<file path="src/rtl/pmod_i2s_pkg.sv">
`default_nettype none
// ============================================================================
// Module  : pmod_i2s_pkg
// Brief   : Shared types for the codec I2S serializer/deserializer pair.
// Revision: 1.0  initial release
// ============================================================================
package pmod_i2s_pkg;

    // Bits per audio sample on the codec link.
    localparam int W_DEFAULT = 16;

    // Two's complement audio sample exchanged with the sample-processing logic.
    typedef logic signed [W_DEFAULT-1:0] sample_t;

    // Slot receiver states.
    typedef enum logic [1:0] {
        IDLE  = 2'd0,
        SKIP  = 2'd1,
        SHIFT = 2'd2,
        FULL  = 2'd3
    } state_t;

endpackage
`default_nettype wire

</file>
<file path="src/rtl/pmod_i2s_rx_sync_edge.sv">
`default_nettype none
// ============================================================================
// Module  : sync_edge
// Brief   : Two-stage register chain on a CLK-synchronous level signal with
//           rise / fall / change strobes derived from the two stages.
// Revision: 1.0  initial release
// ============================================================================
module sync_edge (
    input  logic clk,
    input  logic rst,
    input  logic d,
    output logic q,
    output logic rise,
    output logic fall,
    output logic change
);
    logic qq;

    // Input register followed by the history register used for edge detection.
    always_ff @(posedge clk or posedge rst) begin
        if (rst) begin
            q  <= 1'b0;
            qq <= 1'b0;
        end else begin
            q  <= d;
            qq <= q;
        end
    end

    assign rise   = q & ~qq;
    assign fall   = ~q & qq;
    assign change = q ^ qq;

endmodule
`default_nettype wire

</file>
<file path="src/rtl/pmod_i2s_rx.sv">
`default_nettype none
// ============================================================================
// Module  : pmod_i2s_rx
// Brief   : Codec ADC deserializer. Samples SDOUT1 on detected BICK rises and
//           presents one left+right frame per LRCK period. BICK and LRCK are
//           treated as data in the CLK domain.
// Revision: 1.0  initial release
// ============================================================================
module pmod_i2s_rx
    import pmod_i2s_pkg::*;
#(
    parameter int W     = W_DEFAULT,
    parameter int DELAY = 1
) (
    input  logic         clk,
    input  logic         rst,
    input  logic         bick,
    input  logic         lrck,
    input  logic         sdout,
    output logic [W-1:0] sample_l,
    output logic [W-1:0] sample_r,
    output logic         valid,
    output logic         err
);
    localparam int            BW        = $clog2(W + 1);
    localparam logic [BW-1:0] BCNT_FULL = BW'(W);
    // Index of the last discarded rise; unused when DELAY is 0.
    localparam logic [7:0]    SKIP_LAST = 8'(DELAY - 1);

    logic bick_q, bick_rise, bick_fall, bick_chg;
    logic lrck_q, lrck_rise, lrck_fall, lrck_chg;
    logic sdout_q;
    logic unused_edges;

    state_t        state, state_n;
    logic [BW-1:0] bcnt, bcnt_n;
    logic [7:0]    skip_cnt, skip_n;
    logic [W-1:0]  shift_reg, shift_n;
    logic [W-1:0]  hold_l, hold_n;
    logic [W-1:0]  sl_n, sr_n;
    logic          chan, chan_n;
    logic          frame_ok, ok_n;
    logic          valid_n, err_n;

    sync_edge u_bick_sync (
        .clk    (clk),
        .rst    (rst),
        .d      (bick),
        .q      (bick_q),
        .rise   (bick_rise),
        .fall   (bick_fall),
        .change (bick_chg)
    );

    sync_edge u_lrck_sync (
        .clk    (clk),
        .rst    (rst),
        .d      (lrck),
        .q      (lrck_q),
        .rise   (lrck_rise),
        .fall   (lrck_fall),
        .change (lrck_chg)
    );

    assign unused_edges = bick_q ^ bick_fall ^ bick_chg ^ lrck_rise;

    // Data input register, aligned with the bick_q / lrck_q stage.
    always_ff @(posedge clk or posedge rst) begin
        if (rst) sdout_q <= 1'b0;
        else     sdout_q <= sdout;
    end

    // State register.
    always_ff @(posedge clk or posedge rst) begin
        if (rst) state <= IDLE;
        else     state <= state_n;
    end

    // Next-state and datapath update. An LRCK edge is applied first so that a
    // BICK rise in the same cycle is treated as the first rise of the new slot.
    always_comb begin
        state_n = state;
        bcnt_n  = bcnt;
        skip_n  = skip_cnt;
        shift_n = shift_reg;
        hold_n  = hold_l;
        chan_n  = chan;
        ok_n    = frame_ok;
        sl_n    = sample_l;
        sr_n    = sample_r;
        valid_n = 1'b0;
        err_n   = 1'b0;

        // IDLE only wakes on a falling LRCK so capture always starts left.
        if (lrck_chg && (state != IDLE || lrck_fall)) begin
            if (state == SKIP || (state == SHIFT && bcnt < BCNT_FULL)) begin
                err_n = 1'b1;
                ok_n  = 1'b0;
            end
            chan_n  = lrck_q;
            bcnt_n  = '0;
            shift_n = '0;
            skip_n  = '0;
            state_n = (DELAY == 0) ? SHIFT : SKIP;
        end

        if (bick_rise) begin
            case (state_n)
                SKIP: begin
                    if (skip_n == SKIP_LAST) state_n = SHIFT;
                    else                     skip_n  = skip_n + 1'b1;
                end
                SHIFT: begin
                    shift_n = {shift_n[W-2:0], sdout_q};
                    bcnt_n  = bcnt_n + 1'b1;
                    if (bcnt_n == BCNT_FULL) begin
                        state_n = FULL;
                        if (!chan_n) begin
                            hold_n = shift_n;
                            ok_n   = 1'b1;
                        end else if (ok_n) begin
                            sl_n    = hold_l;
                            sr_n    = shift_n;
                            valid_n = 1'b1;
                            ok_n    = 1'b0;
                        end
                    end
                end
                default: ;
            endcase
        end
    end

    // Datapath and output registers.
    always_ff @(posedge clk or posedge rst) begin
        if (rst) begin
            bcnt      <= '0;
            skip_cnt  <= '0;
            shift_reg <= '0;
            hold_l    <= '0;
            chan      <= 1'b0;
            frame_ok  <= 1'b0;
            sample_l  <= '0;
            sample_r  <= '0;
            valid     <= 1'b0;
            err       <= 1'b0;
        end else begin
            bcnt      <= bcnt_n;
            skip_cnt  <= skip_n;
            shift_reg <= shift_n;
            hold_l    <= hold_n;
            chan      <= chan_n;
            frame_ok  <= ok_n;
            sample_l  <= sl_n;
            sample_r  <= sr_n;
            valid     <= valid_n;
            err       <= err_n;
        end
    end

endmodule
`default_nettype wire

</file>
<file path="config.mk">
export PLATFORM = sky130hd
export DESIGN_NAME = pmod_i2s_rx
export DESIGN_NICKNAME = d
export VERILOG_FILES = /design/src/rtl/pmod_i2s_pkg.sv /design/src/rtl/pmod_i2s_rx_sync_edge.sv /design/src/rtl/pmod_i2s_rx.sv
export SDC_FILE = /design/constraint.sdc
export NUM_CORES = 1
export LEC_CHECK = 0
export CORE_AREA = 10 10 95 113
export CTS_CLUSTER_SIZE = 24
export DETAILED_ROUTE_END_ITERATION = 12
export DIE_AREA = 0 0 105 123
export GPL_ROUTABILITY_DRIVEN = 1
export PLACE_DENSITY_LB_ADDON = 0.25
export SLEW_MARGIN = 40
export SYNTH_ARGS = -nofsm -noshare
export SYNTH_HDL_FRONTEND = slang
export SYNTH_SLANG_ARGS = --single-unit
export TNS_END_PERCENT = 20
</file>
<file path="constraint.sdc">
create_clock -name clk -period 4.4 [get_ports clk]
set_input_delay 0.88 -clock clk [delete_from_list [all_inputs] [get_ports clk]]
set_output_delay 0.88 -clock clk [all_outputs]
set_load 0.005 [all_outputs]
</file>
# Word-level counts from Yosys, hierarchy flattened
# Index checks and enable logic that the tools add are counted.
# word_totals
register_bits	88
in_bits	5
output_inout_bits	34
wordCells	67
# op_classes
add_sub_neg	2
magnitude_cmp	1
eq_ne	5
mux	29
bitwise_logic	6
n_reduce_logical	8
# ops
op	count
16-bit 2-to-1 mux	3
8-bit 2-to-1 mux	4
5-bit 2-to-1 mux	3
1-bit 2-to-1 mux	14
8-bit by 1-bit adder with 8-bit output (second input constant)	1
8-bit logical NOT	1
2-bit 2-to-1 mux	4
5-bit by 1-bit adder with 5-bit output (second input constant)	1
5-bit equality test (second input constant)	1
5-bit less-than comparator (second input constant)	1
5-bit AND reduction	1
2-bit by 1-bit equality test with 1-bit output (second input constant)	2
2-bit equality test (second input constant)	2
2-bit one-hot mux with 2 select lines	1
4-bit AND reduction	1
1-bit inverter	3
1-bit bitwise AND	2
1-bit logical AND	2
1-bit logical OR	2
2-bit nonzero test	1
1-bit XOR	1

# Longest topological paths before layout
# Gate-level depths: netlist (run 1).
# depth
depth_word	10
depth_mapped	14

# Cells and area by module
# Synthesis (run 1) repeated with hierarchy kept, for this count alone.
# hier_totals
hier_cells	303
area_unflattened_um2	3803.6
# by_module_without_submodules
mod	n_inst	cells_per_inst	area_each_um2	seq_area_each_um2
pmod_i2s_rx	1	287	3623.5	2077.0
sync_edge	2	8	90.1	50.0

# Worst setup path after synthesis (run 1)
# OpenSTA, ideal clock, no wires.
# synth_timing
kind	register to register
start	register u_lrck_sync.q
end	register sample_l[0]
setup_ns	0.127
t_arrival_ns	3.019
t_required_ns	4.273
slack_ns	1.254
stages_incl_launch_ff	15
cell_sequence	dfrtp_1 inv_1 ha_1 nor3_2 or2_2 clkbuf_1 nand2b_1 inv_1 ha_1 and3b_1 buf_4 o2111ai_4 nor4b_4 buf_6 mux2_1
# synth_between
elab_chain_len	8
# synth_rtl
item	line	text
start: declaration	pmod_i2s_rx_sync_edge.sv:12	output logic q,
start signal: assignment	pmod_i2s_rx_sync_edge.sv:22	q <= 1'b0;
start signal: assignment	pmod_i2s_rx_sync_edge.sv:25	q <= d;
1-bit inverter	pmod_i2s_rx_sync_edge.sv:31	assign fall = ~q & qq;
1-bit bitwise AND	pmod_i2s_rx_sync_edge.sv:31	
1-bit logical OR	pmod_i2s_rx.sv:95	if (lrck_chg && (state != IDLE || lrck_fall)) begin
1-bit logical AND	pmod_i2s_rx.sv:95	
5-bit 2-to-1 mux	pmod_i2s_rx.sv:95	
5-bit by 1-bit adder with 5-bit output	pmod_i2s_rx.sv:115	bcnt_n = bcnt_n + 1'b1;
5-bit equality test	pmod_i2s_rx.sv:116	if (bcnt_n == BCNT_FULL) begin
5-bit AND reduction (no line) (*)	-	
end signal: assignment	pmod_i2s_rx.sv:154	sample_l <= sl_n;
end: declaration	pmod_i2s_rx.sv:20	output logic [W-1:0] sample_l,
# Every way passes the cells marked *; elsewhere a longest branch is shown, timed or not.
# A chain may end at the register's enable or synchronous reset.

# Worst setup path in the final report (run 1)
# layout_timing
start	register u_lrck_sync.q
end	register sample_l[6]
# The elaborated chain is that of the path after synthesis.

==> results of run 1 <==
==> placed cells by master (no fill, tap or decap), types with 5 or more instances in the layout <==
master           netlist  routed
nand2_1               36      36
ha_1                   6       6
mux2_1                32      32
mux2_2                18      18
nand4_1                7       7
o21ai_0                5       5
clkdlybuf4s50_1        0      38
and2_1                18      18
buf_4                  1       6
xor2_1                 9       9
inv_1                  8       7
dfrtp_1               87      87
clkbuf_8               0      10
nor2_1                12      12
a21oi_1               15      15
==> per-layer routing <==
metal / routed length, µm / GRT usage, % / share of wire [%]
met3: 363 / 3.70 / 5.4
met2: 3250 / 18.3 / 48
met1: 2980 / 13.1 / 44
met4: 113 / 5.07 / 1.7
met5: 0 / 0 / 0
==> worst max-delay path, delay by kind of cell, from the launching register on <==
kind            cells  cell delay, ns
mux                 1            0.38
flops               1            0.35
compound gates      1            0.20
simple gates        5            1.39
fa+ha+maj           2            0.42
buf+inv             3            0.53
==> worst max path at each step <==
stage / start / endpoint / slack, ns / cells after the start
6_report: u_lrck_sync.q$_DFF_PP0_ / sample_l[6]$_DFFE_PP0P_ / 1.01 / 12
3_3_place_gp: u_lrck_sync.q$_DFF_PP0_ / sample_l[6]$_DFFE_PP0P_ / 1.07 / 12
2_1_floorplan: u_lrck_sync.q$_DFF_PP0_ / sample_l[0]$_DFFE_PP0P_ / 1.25 / 14
3_5_place_dp: u_lrck_sync.q$_DFF_PP0_ / sample_l[15]$_DFFE_PP0P_ / 0.98 / 12
4_1_cts: u_lrck_sync.q$_DFF_PP0_ / sample_r[1]$_DFFE_PP0P_ / 0.95 / 12
5_1_grt: u_lrck_sync.q$_DFF_PP0_ / sample_l[9]$_DFFE_PP0P_ / 0.65 / 12
==> final cells by class <==
type	instances	share of cell area (%)
flip-flops and latches	87	49.2
multi-input cells	189	32.5
repair buffers	44	9.61
well taps	117	3.31
clock buffers	10	3.11
clock inverters	6	1.55
inverters	8	0.707
==> cell families (layout without fill, tap and decap cells) <==
family | count (synthesis) | count (layout) | share of synthesized area [%]
compound gates | 31 | 31 | 5.58
xor+xnor | 10 | 10 | 2.35
fa+ha+maj | 6 | 6 | 2.02
buf+inv | 21 | 68 | 2.89
flops | 87 | 87 | 58.5
mux | 50 | 50 | 15.1
simple gates | 92 | 92 | 13.6
==> per-stage QoR <==
| step | hold slack (ns) | power, µW | instances | util, % |
|---|---|---|---|---|
| detailed placement | 0.368 | 977 | 445 | 49.5 |
| global placement | 0.358 | 973 | 445 | 49.5 |
| global route | 0.407 | 1600 | 461 | 52.0 |
| finish | 0.384 | 1530 | 461 | 52.0 |
| floorplan | 0.354 | 933 | 297 | - |
| CTS | 0.387 | 1550 | 461 | 52.0 |
==> power by group <==
| part | internal (µW) | switching, µW |
|---|---|---|
| sequential | 814 | 19.5 |
| combinational | 42.6 | 84.8 |
| clock | 281 | 288 |
==> summary.md, run 1 <==
| Metric | Value |
|---|---|
| Yosys reg bits | `between 80 and 90` |
| Placeable Area | `0.00852 mm²` |
| Max-cap violation count | `0` |
| Post-Synthesis Cells | `297` |
| Antenna-violating nets left | `0` |
| Top cells by count, synth | `dfrtp_1 (87), nand2_1 (36), mux2_1 (32), and2_1 (18), mux2_2 (18)` |
| Initial DRC count | `88` |
| Slowest cell on crit path | `or2_2` |
| Die X-Extent | `105 µm` |
| CP Class | `register to register` |
| Slowest stage delay, CP | `0.43 ns` |
| Vias | `2,304` |
| Total Routed Length | `6.71 mm` |
| Starting Density | `43.7%` |
| Synth Flop Type | `dfrtp_1` |
| Synth area leaders | `dfrtp_1 (58%), mux2_1 (9.7%), mux2_2 (5.4%)` |
| Share of layout cells above drive strength 1 | `between 10% and 20%` |
| Overflow left after global routing | `0` |
| Most frequent cell after synthesis | `dfrtp_1` |
| Synth top area share | `58.5%` |
| Asr flop ratio synth | `100%` |
| R2R Path Start | `u_lrck_sync.q$_DFF_PP0_` |
| Global-route wire length before repair | `11.7 mm` |
| CP Max Fanout | `32` |
| Static Leak | `approximately 0.0021 µW` |
| Period utilization | `77.2%` |
| Maximum root-to-sink buffer count | `2` |
| # DRC | `0` |
| Routability Congestion | `0.788` |
| Worst-Skew Late Latency | `0.36 ns` |
| CP endpoint kind | `register` |
| Max-slew violations | `0` |
| Critical Path RT | `4.64 ns` |
| Std cell rows | `37` |
| Vias in the first global route | `2,376` |
| Tot GR Track Use | `11.2%` |
| Total negative slack | `0 ns` |
| Worst Hold Path Cells | `0` |
| DIE AREA | `0.0129 mm²` |
| Slew at the pin with the worst max-slew slack | `approximately 0.8 ns` |
| Syn Nets | `308` |
| Reg2Reg Depth | `12` |
| Pwr dens | `between 300 and 400 mW/mm²` |
| First-pass detailed-route iteration total | `4` |
| Pre-CTS setup slack | `roughly 0.98 ns` |
| Post-synth EDFFs | `0` |
| Critical-path cell list | `inv_1 > ha_1 > nor3_2 > or2_2 > nand2b_1 > inv_1 > ha_1 > and3b_1 > o2111ai_4 > nor4b_4 > buf_4 > mux2_2` |
| Critical path arrival | `around 3.6 ns` |
| FF-to-FF End | `sample_l[6]$_DFFE_PP0P_` |
| HP Start | `u_lrck_sync.q$_DFF_PP0_` |
| Fill cells | `809` |
| Outcome | `finished clean` |
| TritonCTS clock tree | `done` |
| Reg-to-reg slack, setup | `1.01 ns` |
| H-tree depth | `3` |
| Antenna violations before repair | `0` |
| Pin count of the biggest net entering global routing | `35` |
| Final Worst Setup Slack | `1.01 ns` |
| Multi-input gate area | `0.00144 mm²` |
| Sink Count | `87` |
| Synth warn | `0` |
| Avg Synthesized Cell Area | `12.5 µm²` |
| Area grow syn2layout | `18.9%` |
| # IOs | `39` |
| Tmin final | `3.39 ns` |
| Seq/Total Area, Yosys | `approximately three fifths` |
| CP Launch Type | `register` |
| Sequential Area | `approximately 0.0022 mm²` |
| Largest regs | `hold_l: 16 flops, sample_l: 16 flops, sample_r: 16 flops` |
| Clock Skews | `0.0111 ns` |
| Count of cell types in the netlist | `41` |
| Clock transition at path regs | `0.08 ns` |
| Detailed placer's ending HPWL | `roughly 4.6 mm` |
| Worst hold path class | `register to register` |
| Port bufs | `38` |
| Via density | `5.00` |
| Finished layout cell area | `about 0.0044 mm²` |
| Gates resized, CTS repair | `0` |
| RSZ-0062 raised after global routing | `false` |
| Achievable Freq | `0.295 GHz` |
| Relative slew slack | `46.6%` |
| Per-cell routed wire length | `14.6 µm` |
| Min-Delay Endpoint | `u_lrck_sync.qq$_DFF_PP0_` |
| Hold Violations, Final | `0` |
| Post-CTS Setup Inserts | `0` |
| N_diodes | `0` |
| VDD IR max | `0.145 mV` |
| Hold bufs inserted after CTS | `0` |
| Chip height | `123 µm` |
| Cts bufs inserted | `9` |
| Post-detailed-placement cell area | `roughly 0.0042 mm²` |
| Setup-failing EPs final | `0` |
| Synth Cell Area | `between 0.003 and 0.004 mm²` |
| Post-synth top area cell | `dfrtp_1` |
| Layout Nets | `350` |
| Clk Tree Root Cell | `clkbuf_8` |
Note: power is estimated with default switching activity, not from simulation.
==> run 2: changes to the inputs <==
- clock period: 4.4 -> 3.4 ns (I/O delays scaled with it)
==> summary.md, run 2 (same netlist as run 1, synthesis figures left out) <==
| Metric | Value |
|---|---|
| Outcome | `finished clean` |
| Worst Hold Path Cells | `0` |
| Antenna violations before repair | `0` |
| Via density | `5.06` |
| # IOs | `39` |
| Clock transition at path regs | `0.08 ns` |
| Std cell rows | `37` |
| CP endpoint kind | `register` |
| Maximum root-to-sink buffer count | `2` |
| Relative slew slack | `64.6%` |
| Overflow left after global routing | `0` |
| Combinational share of power | `9.4%` |
| Sequential cell fraction of total power | `57.4%` |
| Achievable Freq | `~0.32 GHz` |
| Routability Congestion | `0.781` |
| Sink Count | `87` |
| Port bufs | `38` |
| VDD IR max | `between 0.15 and 0.2 mV` |
| Cts bufs inserted | `9` |
| Post-CTS Setup Inserts | `0` |
| P_sw | `478 µW` |
| Tmin final | `~3.1 ns` |
| Setup-failing EPs final | `0` |
| N_diodes | `0` |
| TritonCTS clock tree | `done` |
| Clk Tree Root Cell | `clkbuf_8` |
| Chip height | `123 µm` |
| Placeable Area | `between 0.008 and 0.009 mm²` |
| Min-Delay Endpoint | `u_lrck_sync.qq$_DFF_PP0_` |
| Die X-Extent | `105 µm` |
| Area grow syn2layout | `19.1%` |
| Period utilization | `90.6%` |
| Net Sw Frac | `25.5%` |
| Total negative slack | `0 ns` |
| Clock Skews | `0.0105 ns` |
| H-tree depth | `3` |
| First-pass detailed-route iteration total | `4` |
| Final Worst Setup Slack | `between 0.3 and 0.4 ns` |
| Commonest non-fill, non-tap cell in the layout | `dfrtp_1` |
| Share of layout cells above drive strength 1 | `14.2%` |
| Pin count of the biggest net entering global routing | `53` |
| Critical path arrival | `3.31 ns` |
| Static Leak | `0.00213 µW` |
| Hold bufs inserted after CTS | `0` |
| CP Max Fanout | `32` |
| Int Pwr | `1400 µW` |
| Layout Nets | `around 350` |
| FF-to-FF End | `sample_r[10]$_DFFE_PP0P_` |
| Reg-to-reg slack, setup | `0.32 ns` |
| HP Start | `u_lrck_sync.q$_DFF_PP0_` |
| Worst hold path class | `register to register` |
| Per-cell routed wire length | `14.3 µm` |
| Max-slew violations | `0` |
| Initial DRC count | `81` |
| RSZ-0062 raised after global routing | `false` |
| Max-cap violation count | `0` |
| Largest regs | `hold_l: 16 flops, sample_l: 16 flops, sample_r: 16 flops` |
| Gates resized, CTS repair | `0` |
| Starting Density | `approximately 44%` |
| Vias in the first global route | `2,452` |
| CP Launch Type | `register` |
| Tot GR Track Use | `a little over a tenth` |
| Reg2Reg Depth | `11` |
| Pwr dens | `~420 mW/mm²` |
| DIE AREA | `0.0129 mm²` |
| Pre-CTS setup slack | `0.313 ns` |
| # DRC | `0` |
| Min Hold Slack | `between 0.3 and 0.4 ns` |
| Antenna-violating nets left | `0` |
| Worst-Skew Late Latency | `between 0.3 and 0.4 ns` |
| R2R Path Start | `u_lrck_sync.q$_DFF_PP0_` |
| Hold Violations, Final | `0` |
| Most frequent cells in the layout | `dfrtp_1 (87), clkdlybuf4s50_1 (38), nand2_1 (36), mux2_1 (32)` |
| Vias | `~2,300` |
| Detailed placer's ending HPWL | `4.69 mm` |
| CP Class | `register to register` |
| Global-route wire length before repair | `around 12 mm` |
| Slew at the pin with the worst max-slew slack | `0.529 ns` |
| Clock network fraction of total power | `33.2%` |
| Total Routed Length | `6.63 mm` |
| Critical Path RT | `3.63 ns` |
-- run 2: changes by cell type in the layout (fill, tap and decap cells not counted), sizes merged --
cell,delta
inv,-1
clkbuf,+2
clkinv,-2
clkinvlp,+1
bufinv,-1
buf,+3
-- run 2: area by class of cell --
type                       instances  area, µm²
clock inverter                     3       20.0
tap                              117        146
timing repair buffer              47        473
inverter                           8       35.0
sequential                        87       2180
clock buffer                      12        145
multi-input combinational        189       1440
fill                             774       4080
-- run 2: power by group through the flow --
stage	sequential [µW]	clock (µW)	combinational (µW)
finish	1080	624	177
global route	1080	680	200
CTS	1080	642	181
detailed placement	1100	0	180
global placement	1100	0	174
floorplan	1090	0	116
-- run 2: layer usage --
metal | GRT usage (%) | vias up | routed length, µm
met4 | 5.24 | 0 | 141
met2 | 18.7 | 39 | 3300
met1 | 12.1 | 1185 | 2920
met5 | 0 | - | 0
li1 | - | 1108 | -
met3 | 2.71 | 13 | 266
-- run 2: worst max path at each step --
stage                            start                  endpoint  depth (start not counted)
6_report       u_lrck_sync.q$_DFF_PP0_  sample_r[10]$_DFFE_PP0P_                         11
5_1_grt        u_lrck_sync.q$_DFF_PP0_   sample_l[8]$_DFFE_PP0P_                         11
4_1_cts        u_lrck_sync.q$_DFF_PP0_   sample_l[5]$_DFFE_PP0P_                         11
3_5_place_dp   u_lrck_sync.q$_DFF_PP0_   sample_l[5]$_DFFE_PP0P_                         11
3_3_place_gp   u_lrck_sync.q$_DFF_PP0_   sample_l[6]$_DFFE_PP0P_                         11
2_1_floorplan  u_lrck_sync.q$_DFF_PP0_   sample_l[0]$_DFFE_PP0P_                         14
-- run 2: per-stage QoR --
step           instances  utilization [%]  cell area [µm²]  power [µW]
4_1_cts              463             52.1             4440        1900
5_1_grt              463             52.1             4440        1960
6_report             463             52.1             4440        1880
2_1_floorplan        297                -             3720        1210
3_3_place_gp         448             50.1             4270        1270
3_5_place_dp         448             50.1             4270        1280
-- run 2: worst max-delay path: stages (launching register included) --
cell and delay (ns):
dfrtp_1 0.34, inv_1 0.05, ha_1 0.49, or2_2 0.28, nand2b_1 0.11, inv_1 0.07
ha_1 0.22, and3b_1 0.25, o2111ai_4 0.20, nor4b_4 0.34, buf_12 0.24, mux2_1 0.35
